**src/rtl/fifo_wr_arb_pkg.sv**
```systemverilog
// Shared types and constants for the round-robin FIFO write arbiter.
package fifo_arb_pkg;

  typedef enum logic {
    IDLE = 1'b0,
    XFER = 1'b1
  } arb_state_t;

  localparam int CNT_W = 8;

  function automatic int idw(input int n);
    return (n > 1) ? $clog2(n) : 1;
  endfunction

endpackage

```
**src/rtl/fifo_wr_arb_if.sv**
```systemverilog
// Requester-side beat streams plus the downstream FIFO write port, bundled for the arbiter.
interface fifo_wr_arb_if
  import fifo_arb_pkg::*;
#(
  parameter int NREQ   = 4,
  parameter int DWIDTH = 32
);

  localparam int IDW = idw(NREQ);

  logic [NREQ-1:0]        req_valid_i;
  logic [NREQ*DWIDTH-1:0] req_data_i;
  logic [NREQ-1:0]        req_last_i;
  logic [NREQ-1:0]        req_ready_o;
  logic                   fifo_wr_o;
  logic [DWIDTH-1:0]      fifo_data_o;
  logic                   fifo_full_i;
  logic [NREQ-1:0]        grant_o;
  logic [IDW-1:0]         grant_id_o;
  logic                   busy_o;

  // The arbiter owns the FIFO write port, so it is the master side.
  modport master (
    input  req_valid_i, req_data_i, req_last_i, fifo_full_i,
    output req_ready_o, fifo_wr_o, fifo_data_o, grant_o, grant_id_o, busy_o
  );

  modport slave (
    output req_valid_i, req_data_i, req_last_i, fifo_full_i,
    input  req_ready_o, fifo_wr_o, fifo_data_o, grant_o, grant_id_o, busy_o
  );

endinterface

```
**src/rtl/fifo_wr_arb_rr_pick.sv**
```systemverilog
// Combinational round-robin picker: first set request strictly after the last winner, wrapping.
module rr_pick
  import fifo_arb_pkg::*;
#(
  parameter int NREQ = 4,
  parameter int IDW  = idw(NREQ)
) (
  input  logic [NREQ-1:0] i_req,
  input  logic [IDW-1:0]  i_lastWinner,
  output logic            o_anyValid,
  output logic [IDW-1:0]  o_pick
);

  // Wrapped candidates (at or below the last winner) are overridden by any candidate above it.
  always_comb begin
    o_anyValid = |i_req;
    o_pick     = '0;
    for (int k = NREQ - 1; k >= 0; k--) begin
      if (i_req[k] && (k <= int'(i_lastWinner))) o_pick = IDW'(k);
    end
    for (int k = NREQ - 1; k >= 0; k--) begin
      if (i_req[k] && (k > int'(i_lastWinner))) o_pick = IDW'(k);
    end
  end

endmodule

```
**src/rtl/fifo_wr_arb.sv**
```systemverilog
// Round-robin write arbiter sharing one FWFT FIFO write port among NREQ requesters,
// holding each grant for one packet or at most MAXBURST beats.
module fifo_wr_arb
  import fifo_arb_pkg::*;
#(
  parameter int NREQ     = 4,
  parameter int DWIDTH   = 32,
  parameter int MAXBURST = 16
) (
  input logic         clk,
  input logic         rst,
  fifo_wr_arb_if.master bus
);

  localparam int IDW = idw(NREQ);

  arb_state_t       r_state, w_stateNext;
  logic [NREQ-1:0]  r_grant, w_grantNext;
  logic [IDW-1:0]   r_grantId, w_grantIdNext;
  logic [IDW-1:0]   r_lastWinner, w_lastWinnerNext;
  logic [CNT_W-1:0] r_count, w_countNext, w_countInc;
  logic [IDW-1:0]   w_pick;
  logic             w_anyValid, w_beat, w_release;
  logic [DWIDTH-1:0] w_grantData;
  logic             w_grantValid, w_grantLast;

  rr_pick #(.NREQ(NREQ), .IDW(IDW)) u_pick (
    .i_req        (bus.req_valid_i),
    .i_lastWinner (r_lastWinner),
    .o_anyValid   (w_anyValid),
    .o_pick       (w_pick)
  );

  always_comb begin
    w_grantData  = '0;
    w_grantValid = 1'b0;
    w_grantLast  = 1'b0;
    for (int k = 0; k < NREQ; k++) begin
      if (r_grantId == IDW'(k)) begin
        w_grantData  = bus.req_data_i[k*DWIDTH +: DWIDTH];
        w_grantValid = bus.req_valid_i[k];
        w_grantLast  = bus.req_last_i[k];
      end
    end
  end

  always_comb begin
    w_beat           = (r_state == XFER) && !bus.fifo_full_i && w_grantValid;
    w_countInc       = (r_count == '1) ? r_count : r_count + 1'b1;
    w_release        = w_beat && (w_grantLast || (int'(w_countInc) >= MAXBURST));
    w_stateNext      = r_state;
    w_grantNext      = r_grant;
    w_grantIdNext    = r_grantId;
    w_lastWinnerNext = r_lastWinner;
    w_countNext      = r_count;
    case (r_state)
      IDLE: begin
        if (w_anyValid) begin
          w_stateNext      = XFER;
          w_grantNext      = NREQ'(1) << w_pick;
          w_grantIdNext    = w_pick;
          w_lastWinnerNext = w_pick;
          w_countNext      = '0;
        end
      end
      XFER: begin
        if (w_release) begin
          w_stateNext   = IDLE;
          w_grantNext   = '0;
          w_grantIdNext = '0;
          w_countNext   = '0;
        end else if (w_beat) begin
          w_countNext = w_countInc;
        end
      end
      default: w_stateNext = IDLE;
    endcase
  end

  // Everything is forced low while rst is high so a beat in the reset cycle is never written.
  always_comb begin
    bus.req_ready_o = '0;
    bus.fifo_wr_o   = 1'b0;
    bus.fifo_data_o = '0;
    bus.grant_o     = '0;
    bus.grant_id_o  = '0;
    bus.busy_o      = 1'b0;
    if (!rst) begin
      bus.grant_o    = r_grant;
      bus.grant_id_o = r_grantId;
      bus.busy_o     = (r_state == XFER);
      bus.fifo_wr_o  = w_beat;
      if (r_state == XFER) begin
        bus.fifo_data_o = w_grantData;
        if (!bus.fifo_full_i) bus.req_ready_o = r_grant;
      end
    end
  end

  always_ff @(posedge clk) begin
    if (rst) begin
      r_state      <= IDLE;
      r_grant      <= '0;
      r_grantId    <= '0;
      r_lastWinner <= IDW'(NREQ - 1);
      r_count      <= '0;
    end else begin
      r_state      <= w_stateNext;
      r_grant      <= w_grantNext;
      r_grantId    <= w_grantIdNext;
      r_lastWinner <= w_lastWinnerNext;
      r_count      <= w_countNext;
    end
  end

endmodule

```
**src/flat_wrapper.sv**
```systemverilog
// flat-port wrapper written by rule: the top's interface ports become plain ports
module fifo_wr_arb_flat import fifo_arb_pkg::*;
#(
  parameter int NREQ     = 4,
  parameter int DWIDTH   = 32,
  parameter int MAXBURST = 16
)
  (clk, rst, bus_req_valid_i, bus_req_data_i, bus_req_last_i, bus_fifo_full_i, bus_req_ready_o, bus_fifo_wr_o, bus_fifo_data_o, bus_grant_o, bus_grant_id_o, bus_busy_o);
  fifo_wr_arb_if #(.NREQ(NREQ), .DWIDTH(DWIDTH)) bus_i ();
  input logic clk;
  input logic rst;
  input wire logic [$bits(bus_i.req_valid_i)-1:0] bus_req_valid_i;
  input wire logic [$bits(bus_i.req_data_i)-1:0] bus_req_data_i;
  input wire logic [$bits(bus_i.req_last_i)-1:0] bus_req_last_i;
  input wire logic [$bits(bus_i.fifo_full_i)-1:0] bus_fifo_full_i;
  output wire logic [$bits(bus_i.req_ready_o)-1:0] bus_req_ready_o;
  output wire logic [$bits(bus_i.fifo_wr_o)-1:0] bus_fifo_wr_o;
  output wire logic [$bits(bus_i.fifo_data_o)-1:0] bus_fifo_data_o;
  output wire logic [$bits(bus_i.grant_o)-1:0] bus_grant_o;
  output wire logic [$bits(bus_i.grant_id_o)-1:0] bus_grant_id_o;
  output wire logic [$bits(bus_i.busy_o)-1:0] bus_busy_o;
  assign bus_i.req_valid_i = bus_req_valid_i;
  assign bus_i.req_data_i = bus_req_data_i;
  assign bus_i.req_last_i = bus_req_last_i;
  assign bus_i.fifo_full_i = bus_fifo_full_i;
  assign bus_req_ready_o = bus_i.req_ready_o;
  assign bus_fifo_wr_o = bus_i.fifo_wr_o;
  assign bus_fifo_data_o = bus_i.fifo_data_o;
  assign bus_grant_o = bus_i.grant_o;
  assign bus_grant_id_o = bus_i.grant_id_o;
  assign bus_busy_o = bus_i.busy_o;
  fifo_wr_arb #(.NREQ(NREQ), .DWIDTH(DWIDTH), .MAXBURST(MAXBURST)) u_core (.clk(clk), .rst(rst), .bus(bus_i));
endmodule
```
**config.mk**
```make
export PLATFORM = sky130hd
export DESIGN_NAME = fifo_wr_arb_flat
export DESIGN_NICKNAME = d
export VERILOG_FILES = /design/src/rtl/fifo_wr_arb_pkg.sv /design/src/rtl/fifo_wr_arb_if.sv /design/src/rtl/fifo_wr_arb_rr_pick.sv /design/src/rtl/fifo_wr_arb.sv /design/src/flat_wrapper.sv
export SDC_FILE = /design/constraint.sdc
export NUM_CORES = 1
export LEC_CHECK = 0
export BUFFER_PORTS_ARGS = -buffer_cell sky130_fd_sc_hd__buf_4
export CAP_MARGIN = 10
export CORE_ASPECT_RATIO = 0.9
export CORE_MARGIN = 2
export CORE_UTILIZATION = 41
export CTS_CLUSTER_SIZE = 16
export DETAILED_ROUTE_END_ITERATION = 8
export PLACE_DENSITY_LB_ADDON = 0.15
export SLEW_MARGIN = 20
export SYNTH_ARGS = -nofsm -noshare
export SYNTH_HDL_FRONTEND = slang
export SYNTH_SLANG_ARGS = --single-unit
```
**constraint.sdc**
```tcl
create_clock -name clk -period 5.4 [get_ports clk]
set_input_delay 0.27 -clock clk [delete_from_list [all_inputs] [get_ports clk]]
set_output_delay 0.27 -clock clk [all_outputs]
set_load 0.02 [all_outputs]
```
Word-level counts from Yosys, hierarchy flattened
Cells that the tools add are included.

$add $sub $neg: 1. Magnitude comparators: 7. Equality and inequality tests: 7. Shifts and indexed selects: 1. Muxes and demuxes: 42. Bitwise operators: 1. Reduce and logical (&&, ||, !) cells: 16.

Operators by type and width (number): 32-bit 2-to-1 mux (6); 8-bit 2-to-1 mux (4); 4-bit 2-to-1 mux (6); 2-bit 2-to-1 mux (10); 8-bit one-hot mux with 2 select lines (1); 1-bit 2-to-1 mux (12); 1-bit logical AND (9); 8-bit by 1-bit adder with 8-bit output, second input constant (1); 8-bit == test, second input constant (1); 8-bit by 5-bit >= comparator with 1-bit output, second input constant (1); 4-bit one-hot mux with 2 select lines (1); 2-bit AND reduction (3); 2-bit == test, second input constant (2); 2-bit > comparator, first input constant (2); 2-bit <= comparator, first input constant (2); 2-bit != test, second input constant (2); 2-bit one-hot mux with 2 select lines (1); 4-bit OR reduction (1); 1-bit by 2-bit left shift with 4-bit output, first input constant (1); 3-bit != test, second input constant (1); 2-bit by 1-bit == test with 1-bit output, second input constant (1); 1-bit by 2-bit > comparator with 1-bit output, first input constant (1); 1-bit by 2-bit <= comparator with 1-bit output, first input constant (1); 2-bit logical NOT (1); 4 further kinds (4).

Register bits after elaboration: 17. Input bits: 139. Output and inout port bits: 44. Word-level logic and storage cells: 80.

Logic depth before layout (Yosys ltp)
Gate-level depths: netlist (run 1).

Depth in word-level cells: 12. Gate-level depth with buffers: 7. Depth with buffers taken out: 6.

Cells and area by module
From an unflattened synthesis (run 1), not the netlist that was laid out.

Cells, all modules: 210. Area total of the unflattened synthesis: 2004.4 um^2.

By module, submodules not included: fifo_wr_arb (times used 1, cells an instance 196, area an instance 1923.1 um^2, sequential area each 340.3 um^2); rr_pick (times used 1, cells an instance 14, area an instance 81.3 um^2, sequential area each 0.0 um^2).

Worst setup path before layout (run 1)
Ideal clock, no wire load.

Path type: register to output. Start point: register u_core.r_grantId[0]. End point: output bus_fifo_data_o[10]. Data arrival time: 1.515 ns. Required time: 5.130 ns. Path slack: 3.615 ns. Cell stages (with the launch flop): 5. Path buffers: 2. Cell sequence: dfxtp_1 > buf_6 > buf_2 > mux4_2 > and3_1.

Word-level cells in the longest chain between the ends: 7. Elaborated cells between the ends (all ways): 10. Those cells by class: eq/ne: 3; mux: 6; reduce/logical: 1.

Ends and longest elaborated chain: start, declared (RTL line fifo_wr_arb.sv:19) `logic [IDW-1:0] r_grantId, w_grantIdNext;`; start signal, assigned (RTL line fifo_wr_arb.sv:110) `r_grantId <= w_grantIdNext;`; 2-bit logical NOT (RTL line fifo_wr_arb.sv:39) `if (r_grantId == IDW'(k)) begin`; 32-bit 2-to-1 mux (3 in series) (RTL line fifo_wr_arb.sv:39); 32-bit 2-to-1 mux * (RTL line fifo_wr_arb.sv:39); 32-bit 2-to-1 mux * (RTL line fifo_wr_arb.sv:93) `if (r_state == XFER) begin`; 32-bit 2-to-1 mux * (RTL line fifo_wr_arb.sv:88) `if (!rst) begin`; end, declared (RTL line flat_wrapper.sv:18) `output wire logic [$bits(bus_i.fifo_data_o)-1:0] bus_fifo_data_o;`.

Every way passes the cells marked *; elsewhere a longest branch is shown, timed or not.

Worst setup path in the final report (run 1)
Start point: register u_core.r_grantId[1]. End point: output bus_fifo_wr_o.

Word-level cells in the longest chain between the ends: 7. Elaborated cells between the ends (all ways): 10. Those cells by class: eq/ne: 3; mux: 5; reduce/logical: 2.

Ends and longest elaborated chain: 2-bit logical NOT (RTL line fifo_wr_arb.sv:39); 1-bit 2-to-1 mux (3 in series) (RTL line fifo_wr_arb.sv:39); 1-bit 2-to-1 mux * (RTL line fifo_wr_arb.sv:39); 1-bit logical AND * (RTL line fifo_wr_arb.sv:48) `w_beat = (r_state == XFER) && !bus.fifo_full_i && w_grantValid;`; 1-bit 2-to-1 mux * (RTL line fifo_wr_arb.sv:88); end, declared (RTL line flat_wrapper.sv:17) `output wire logic [$bits(bus_i.fifo_wr_o)-1:0] bus_fifo_wr_o;`.

Marked as above.

==> impl_metrics.env, run 1 <==
export IMPL_clock_insertion_delay_worst_skew_ps=260
export IMPL_cts_hold_buffers_added=0
export IMPL_tritoncts_num_buffers=3
export IMPL_fp_dieArea_um2=5465
export IMPL_floorplan_initialDensity_pct=41.98
export IMPL_via_count_of_the_first_global_routing_pass=2476
export IMPL_syn_cell_area_um2=2004
export IMPL_timing_critical_path_required_ps=5130
export IMPL_grt_util_all_layers_pct=27.21
export IMPL_unrepaired_setup_endpoints_after_global_routing="no"
export IMPL_buffers_from_clock_root_to_sink_at_most=2
export IMPL_post_cts_resize_count=0
export IMPL_critPathCaptureType="primary output"
export IMPL_synth_fp_nets=328
export IMPL_dp_hpwl_um=6014
export IMPL_final_setup_tns_ps=0
export IMPL_finalClockSkew_ps=4.371
export IMPL_grt_start_max_net_pins=41
export IMPL_vias_per_cell=5.525
export IMPL_power_ir_vdd_worst_v=0.00009728
export IMPL_mostFrequentLayoutCells="184 x buf_4, 37 x and3_1, 33 x mux4_2"
export IMPL_clk_transition_reported_paths_ps=70
export IMPL_die_height_um=70.33
export IMPL_final_period_utilization_pct=49.76
export IMPL_synth_seq_cells=17
export IMPL_timing_critical_path_arrival_ps=2420
export IMPL_num_rows=24
export IMPL_synth_lib_cells_used_distinct=45
export IMPL_max_cap_violations=0
export IMPL_synth_edf_count=0
export IMPL_report_power_total_w=0.0005292
export IMPL_period_needed_ps=2687
export IMPL_tritoncts_clock_tree="yes"
export IMPL_count_of_buffers_from_port_buffering=182
export IMPL_yosys_most_used_dff="dfxtp_1"
export IMPL_synth_async_reset_ratio_pct=0
export IMPL_power_leakage_nw=1.661
export IMPL_die_outline_width_um=77.70
export IMPL_synth_yosys_warnings=0
export IMPL_setup_viol=0
export IMPL_hold_violations=0
export IMPL_layout_area_overhead_vs_synth_pct=70.54
export IMPL_worst_slew_pin_transition_ps=841.3
export IMPL_core_area_um2=4775
export IMPL_layout_drive_gt1_share_pct=64.53
export IMPL_yosysSeqAreaShare_pct=16.98
export IMPL_run_status="completed"
export IMPL_post_cts_repair_setup_buffers=0
export IMPL_wl_per_cell_um=17.38
export IMPL_drt_pass_1_iters=4
export IMPL_tritoncts_num_sinks=17
export IMPL_antennaDiodeCount=0
export IMPL_drt_first_iter_violations=72
export IMPL_cts_root_buf="clkbuf_8"
export IMPL_detail_route_antenna_nets=0
export IMPL_mostFrequentLayoutCell="buf_4"
export IMPL_critPathMaxFanout=21
export IMPL_grt_overflow=0
export IMPL_fin_nets=499
export IMPL_drv_slew=0
export IMPL_routabilityCongestion=0.9352
export IMPL_relSlewSlack_pct=43.57
export IMPL_crit_path_start_kind="register"
export IMPL_grt_antenna_before_repair=0
export IMPL_power_density_nw_per_um2=154.8
export IMPL_boundaryPins=183
export IMPL_drc_errors=0
export IMPL_max_freq_mhz=372.2
export IMPL_synth_area_per_cell_um2=10.66
export IMPL_worstHoldPathType="in -> reg"
export IMPL_finalWirelength_um=7351
export IMPL_final_core_occ_pct=71.59
export IMPL_cts_htree_levels=1
export IMPL_path_class="reg -> out"
export IMPL_vias=2337
export IMPL_postSynthCellCount=188
export IMPL_global_route_wire_length_before_repair_um=11900
-- final cells by class --
class | count | area [µm²]
Clock buffer | 3 | 41.29
Clock inverter | 1 | 5.005
Inverter | 4 | 15.01
Fill cell | 375 | 1356
Tap cell | 65 | 81.33
Sequential cell | 17 | 342.8
Timing Repair Buffer | 184 | 1381
Multi-Input combinational cell | 149 | 1551
-- power breakdown --
group	switching, W	leakage, nW	internal, W	total, W
logic	0.000107	1.50	0.000173	0.000280
registers	0.0000186	0.139	0.000134	0.000152
clock network	0.0000453	0.0255	0.0000513	0.0000965
-- critical path, cell delays in order, from the launching register on --
cell and delay (ps):
dfxtp_1 790, buf_4 410, mux4_2 580, and3_1 210, buf_4 150
-- metal layers --
layer  up-vias  wire (µm)  global-route usage, %
met4         0        219                  9.722
met3        23        662                  9.302
met1      1101       2761                  31.33
met5         -          0                      0
met2       117       3708                  46.74
li1       1096          -                      -
-- kinds of logic (layout without fill, tap and decap cells) --
| logic type | count (synthesis) | count (layout) | synth area share [%] |
|---|---|---|---|
| muxes | 36 | 36 | 39.39 |
| and+or+nand+nor | 83 | 83 | 25.28 |
| xor gates and xnor gates | 3 | 3 | 1.311 |
| adders and majority gates | 1 | 1 | 0.6241 |
| buffers and inverters | 22 | 192 | 5.618 |
| AOI/OAI and AO/OA | 26 | 26 | 10.80 |
| DFF | 17 | 17 | 16.98 |
-- path summary, 6_finish.rpt --
| check | from | endpoint | slack [ps] | depth (start not counted) |
|---|---|---|---|---|
| worst min-delay path | rst | u_core.r_state | 310 | 2 |
| worst min register to register | u_core.r_grant[0] | u_core.r_grant[0] | 490 | 2 |
| worst max register to register | u_core.r_grantId[1] | u_core.r_count[4] | 2790 | 6 |
| worst max-delay path | u_core.r_grantId[1] | bus_fifo_wr_o | 2710 | 4 |
-- Yosys cell counts (2+ instances only) --
master / count / area share (%)
a32o_1: 2 / 1.0
o21ai_0: 3 / 0.75
nor3_1: 4 / 1.0
dfxtp_1: 17 / 17
inv_1: 3 / 0.56
xor2_1: 3 / 1.3
nand2_1: 6 / 1.1
nor2b_1: 8 / 2.5
buf_6: 3 / 1.7
clkbuf_1: 11 / 2.1
mux2i_1: 2 / 1.0
a31oi_1: 2 / 0.62
mux4_2: 33 / 37
and3_1: 37 / 12
o21a_1: 2 / 0.75
a22o_1: 2 / 0.87
buf_2: 3 / 0.75
and2_1: 4 / 1.2
a211o_1: 3 / 1.3
a21oi_1: 2 / 0.50
nand2b_1: 4 / 1.2
nor2_1: 9 / 1.7
nand3_1: 2 / 0.50
nor4_1: 2 / 0.62
-- flip-flops by register name, summed over array words and instances (netlist names) --
name	count
u_core.r_grantId	2
u_core.r_lastWinner	2
u_core.r_grant	4
u_core.r_state	1
u_core.r_count	8
-- through the flow --
step	std cells	cell area, µm²	hold WS [ps]	setup slack (ps)
after detailed placement	419	3371	474.1	2815
after floorplan	188	2004	376.9	3615
final	423	3418	309.5	2713
after CTS	423	3417	312.3	2744
after global placement	419	3371	469.3	2836
after global routing	423	3418	321.4	2583
Note: power is estimated with default switching activity, not from simulation.
==> inputs of run 2 (changes only) <==
- CORE_UTILIZATION: 41 -> 38
- clock period: 5.4 -> 2.6 ns (I/O delays scaled with it)
==> run 2 against run 1 <==
Clock skew down 2.8 ps. Global-route usage rose by 0.69 points. Final cell count rose by 1.4%. Critical endpoint is now bus_fifo_data_o[15]. Die area up 7.5%. Hold slack lost 140 ps. Worst setup slack got worse by 2200 ps. Non-clock buffer count rose by 4. Register-to-register slack got worse by 2200 ps. Via count grew 0.90%. Sequential share of layout area fell by 0.12 points. Sequential cell count is the same. Highest routed layer unchanged.
==> impl_metrics.env, run 2 (same netlist as run 1, synthesis figures left out) <==
export IMPL_critPathCaptureType="primary output"
export IMPL_timing_critical_path_required_ps=2470
export IMPL_unrepaired_setup_endpoints_after_global_routing="no"
export IMPL_fp_dieArea_um2=5872
export IMPL_worst_slew_pin_transition_ps=550.0
export IMPL_sequentialPowerShare_pct=26.2
export IMPL_grt_util_all_layers_pct=27.89
export IMPL_post_cts_repair_setup_buffers=0
export IMPL_num_rows=25
export IMPL_number_of_buffer_and_inverter_stages_on_the_critical_path=2
export IMPL_grt_antenna_before_repair=0
export IMPL_worstSetupStartpoint="u_core.r_grantId[0]"
export IMPL_routedLengthMet1_um=2791
export IMPL_critical_path_cell_by_cell="buf_4, mux4_2, and3_1, buf_4"
export IMPL_worstHoldPathType="in -> reg"
export IMPL_timing_critical_path_slowest_cell_delay_ps=560
export IMPL_wl_per_cell_um=18.96
export IMPL_routabilityCongestion=0.8333
export IMPL_final_period_utilization_pct=80.81
export IMPL_path_class="reg -> out"
export IMPL_cts_hold_buffers_added=0
export IMPL_crit_path_start_kind="register"
export IMPL_die_height_um=72.90
export IMPL_power_clock_fraction_pct=18.1
export IMPL_power_density_nw_per_um2=323.1
export IMPL_flop2flop_setup_slack_ps=550
export IMPL_antennaDiodeCount=0
export IMPL_max_freq_mhz=475.9
export IMPL_fin_nets=503
export IMPL_die_outline_width_um=80.56
export IMPL_hold_violations=0
export IMPL_buffers_from_clock_root_to_sink_at_most=2
export IMPL_tritoncts_clock_tree="yes"
export IMPL_crit_family="buffers and inverters"
export IMPL_tritoncts_num_sinks=17
export IMPL_cts_root_buf="clkbuf_8"
export IMPL_drc_errors=0
export IMPL_path_common_cell="buf_4"
export IMPL_power_switching_w=0.0003621
export IMPL_r2r_start="u_core.r_grantId[0]"
export IMPL_cts_htree_levels=1
export IMPL_post_cts_resize_count=0
export IMPL_relSlewSlack_pct=63.00
export IMPL_core_area_um2=5161
export IMPL_reg_top3="u_core.r_count (8), u_core.r_grant (4)"
export IMPL_power_switching_fraction_pct=32.50
export IMPL_clk_transition_reported_paths_ps=70
export IMPL_finalClockSkew_ps=1.533
export IMPL_timing_hold_worst_endpoint="u_core.r_state"
export IMPL_internal_power_w=0.0007522
export IMPL_global_route_wire_length_before_repair_um=12330
export IMPL_count_of_buffers_from_port_buffering=182
export IMPL_layout_drive_gt1_share_pct=64.36
export IMPL_layout_area_overhead_vs_synth_pct=72.04
export IMPL_hold_path_cell_count=2
export IMPL_worst_r2r_cell_count=6
export IMPL_power_leakage_nw=1.679
export IMPL_worst_path_max_delay_cell="mux4_2"
export IMPL_detail_route_antenna_nets=0
export IMPL_grt_start_max_net_pins=38
export IMPL_largest_register="u_core.r_count"
export IMPL_routed_wl_met3_um=837
export IMPL_top_layer="met4"
export IMPL_vias_per_cell=5.497
export IMPL_mostFrequentLayoutCells="188 x buf_4, 37 x and3_1, 33 x mux4_2"
export IMPL_floorplan_initialDensity_pct=38.84
export IMPL_drt_pass_1_iters=6
export IMPL_mostFrequentLayoutCell="buf_4"
export IMPL_finalWirelength_um=8135
export IMPL_largest_register_ff_count=8
export IMPL_vias=2358
export IMPL_run_status="completed"
export IMPL_boundaryPins=183
export IMPL_timing_rr_end="u_core.r_count[4]"
export IMPL_timing_critical_path_arrival_ps=1970
export IMPL_tritoncts_num_buffers=3
export IMPL_final_setup_tns_ps=0
export IMPL_met2RoutedLength_um=4362
export IMPL_via_count_of_the_first_global_routing_pass=2536
export IMPL_dp_hpwl_um=6673
export IMPL_power_ir_vdd_worst_v=0.0002006
export IMPL_drv_slew=0
export IMPL_setup_viol=0
export IMPL_clock_insertion_delay_worst_skew_ps=250
export IMPL_critPathMaxFanout=28
export IMPL_drt_first_iter_violations=102
export IMPL_max_cap_violations=0
export IMPL_power_share_combinational_pct=55.7
export IMPL_period_needed_ps=2101
export IMPL_holdCritStartpoint="rst"
export IMPL_grt_overflow=0
export IMPL_final_core_occ_pct=66.81
==> run 2: worst max-delay path by stage <==
stage,to,cells after the start
final,bus_fifo_data_o[15],4
after global routing,bus_fifo_data_o[24],4
after CTS,bus_fifo_data_o[15],4
after detailed placement,u_core.r_count[4],6
after global placement,u_core.r_count[4],6
after floorplan,u_core.r_count[1],7
==> run 2: area by class of cell <==
type	count	area (µm²)
Timing Repair Buffer	188	1411
Sequential cell	17	341.6
Clock buffer	4	45.04
Multi-Input combinational cell	149	1551
Inverter	4	15.01
Tap cell	67	83.83
Fill cell	449	1713
==> run 2: worst reg2reg max path, stage by stage, from the launching register on <==
cell	delay [ps]
dfxtp_2	350
buf_4	440
mux4_2	440
nand2_1	120
a21oi_2	70
nor3_4	350
o311a_1	230
==> run 2: power groups by stage <==
stage	combinational (W)	clock, W	sequential (W)
floorplan	0.000362	0	0.000291
global placement	0.000606	0	0.000297
detailed placement	0.000622	0	0.000298
CTS	0.000622	0.000205	0.000292
global route	0.000664	0.000222	0.000295
finish	0.000620	0.000202	0.000292
==> run 2: routing by layer <==
metal  up-vias  GRT usage [%]
li1       1102              -
met1      1123          28.88
met2       117          53.52
met3        16          10.15
met4         0          6.215
met5         -              0
==> run 2: per-stage QoR <==
| stage | hold WS [ps] | area, µm² | power, W | std cells | setup WS [ps] |
|---|---|---|---|---|---|
| 2_1_floorplan | 236.9 | 2004 | 0.0006524 | 188 | 863.1 |
| 3_3_place_gp | 439.3 | 3403 | 0.0009032 | 425 | 602.9 |
| 3_5_place_dp | 437.8 | 3403 | 0.0009197 | 425 | 523.4 |
| 4_1_cts | 166.7 | 3448 | 0.001120 | 429 | 472.0 |
| 5_1_grt | 187.3 | 3448 | 0.001180 | 429 | 363.1 |
| 6_report | 173.9 | 3448 | 0.001114 | 429 | 498.9 |
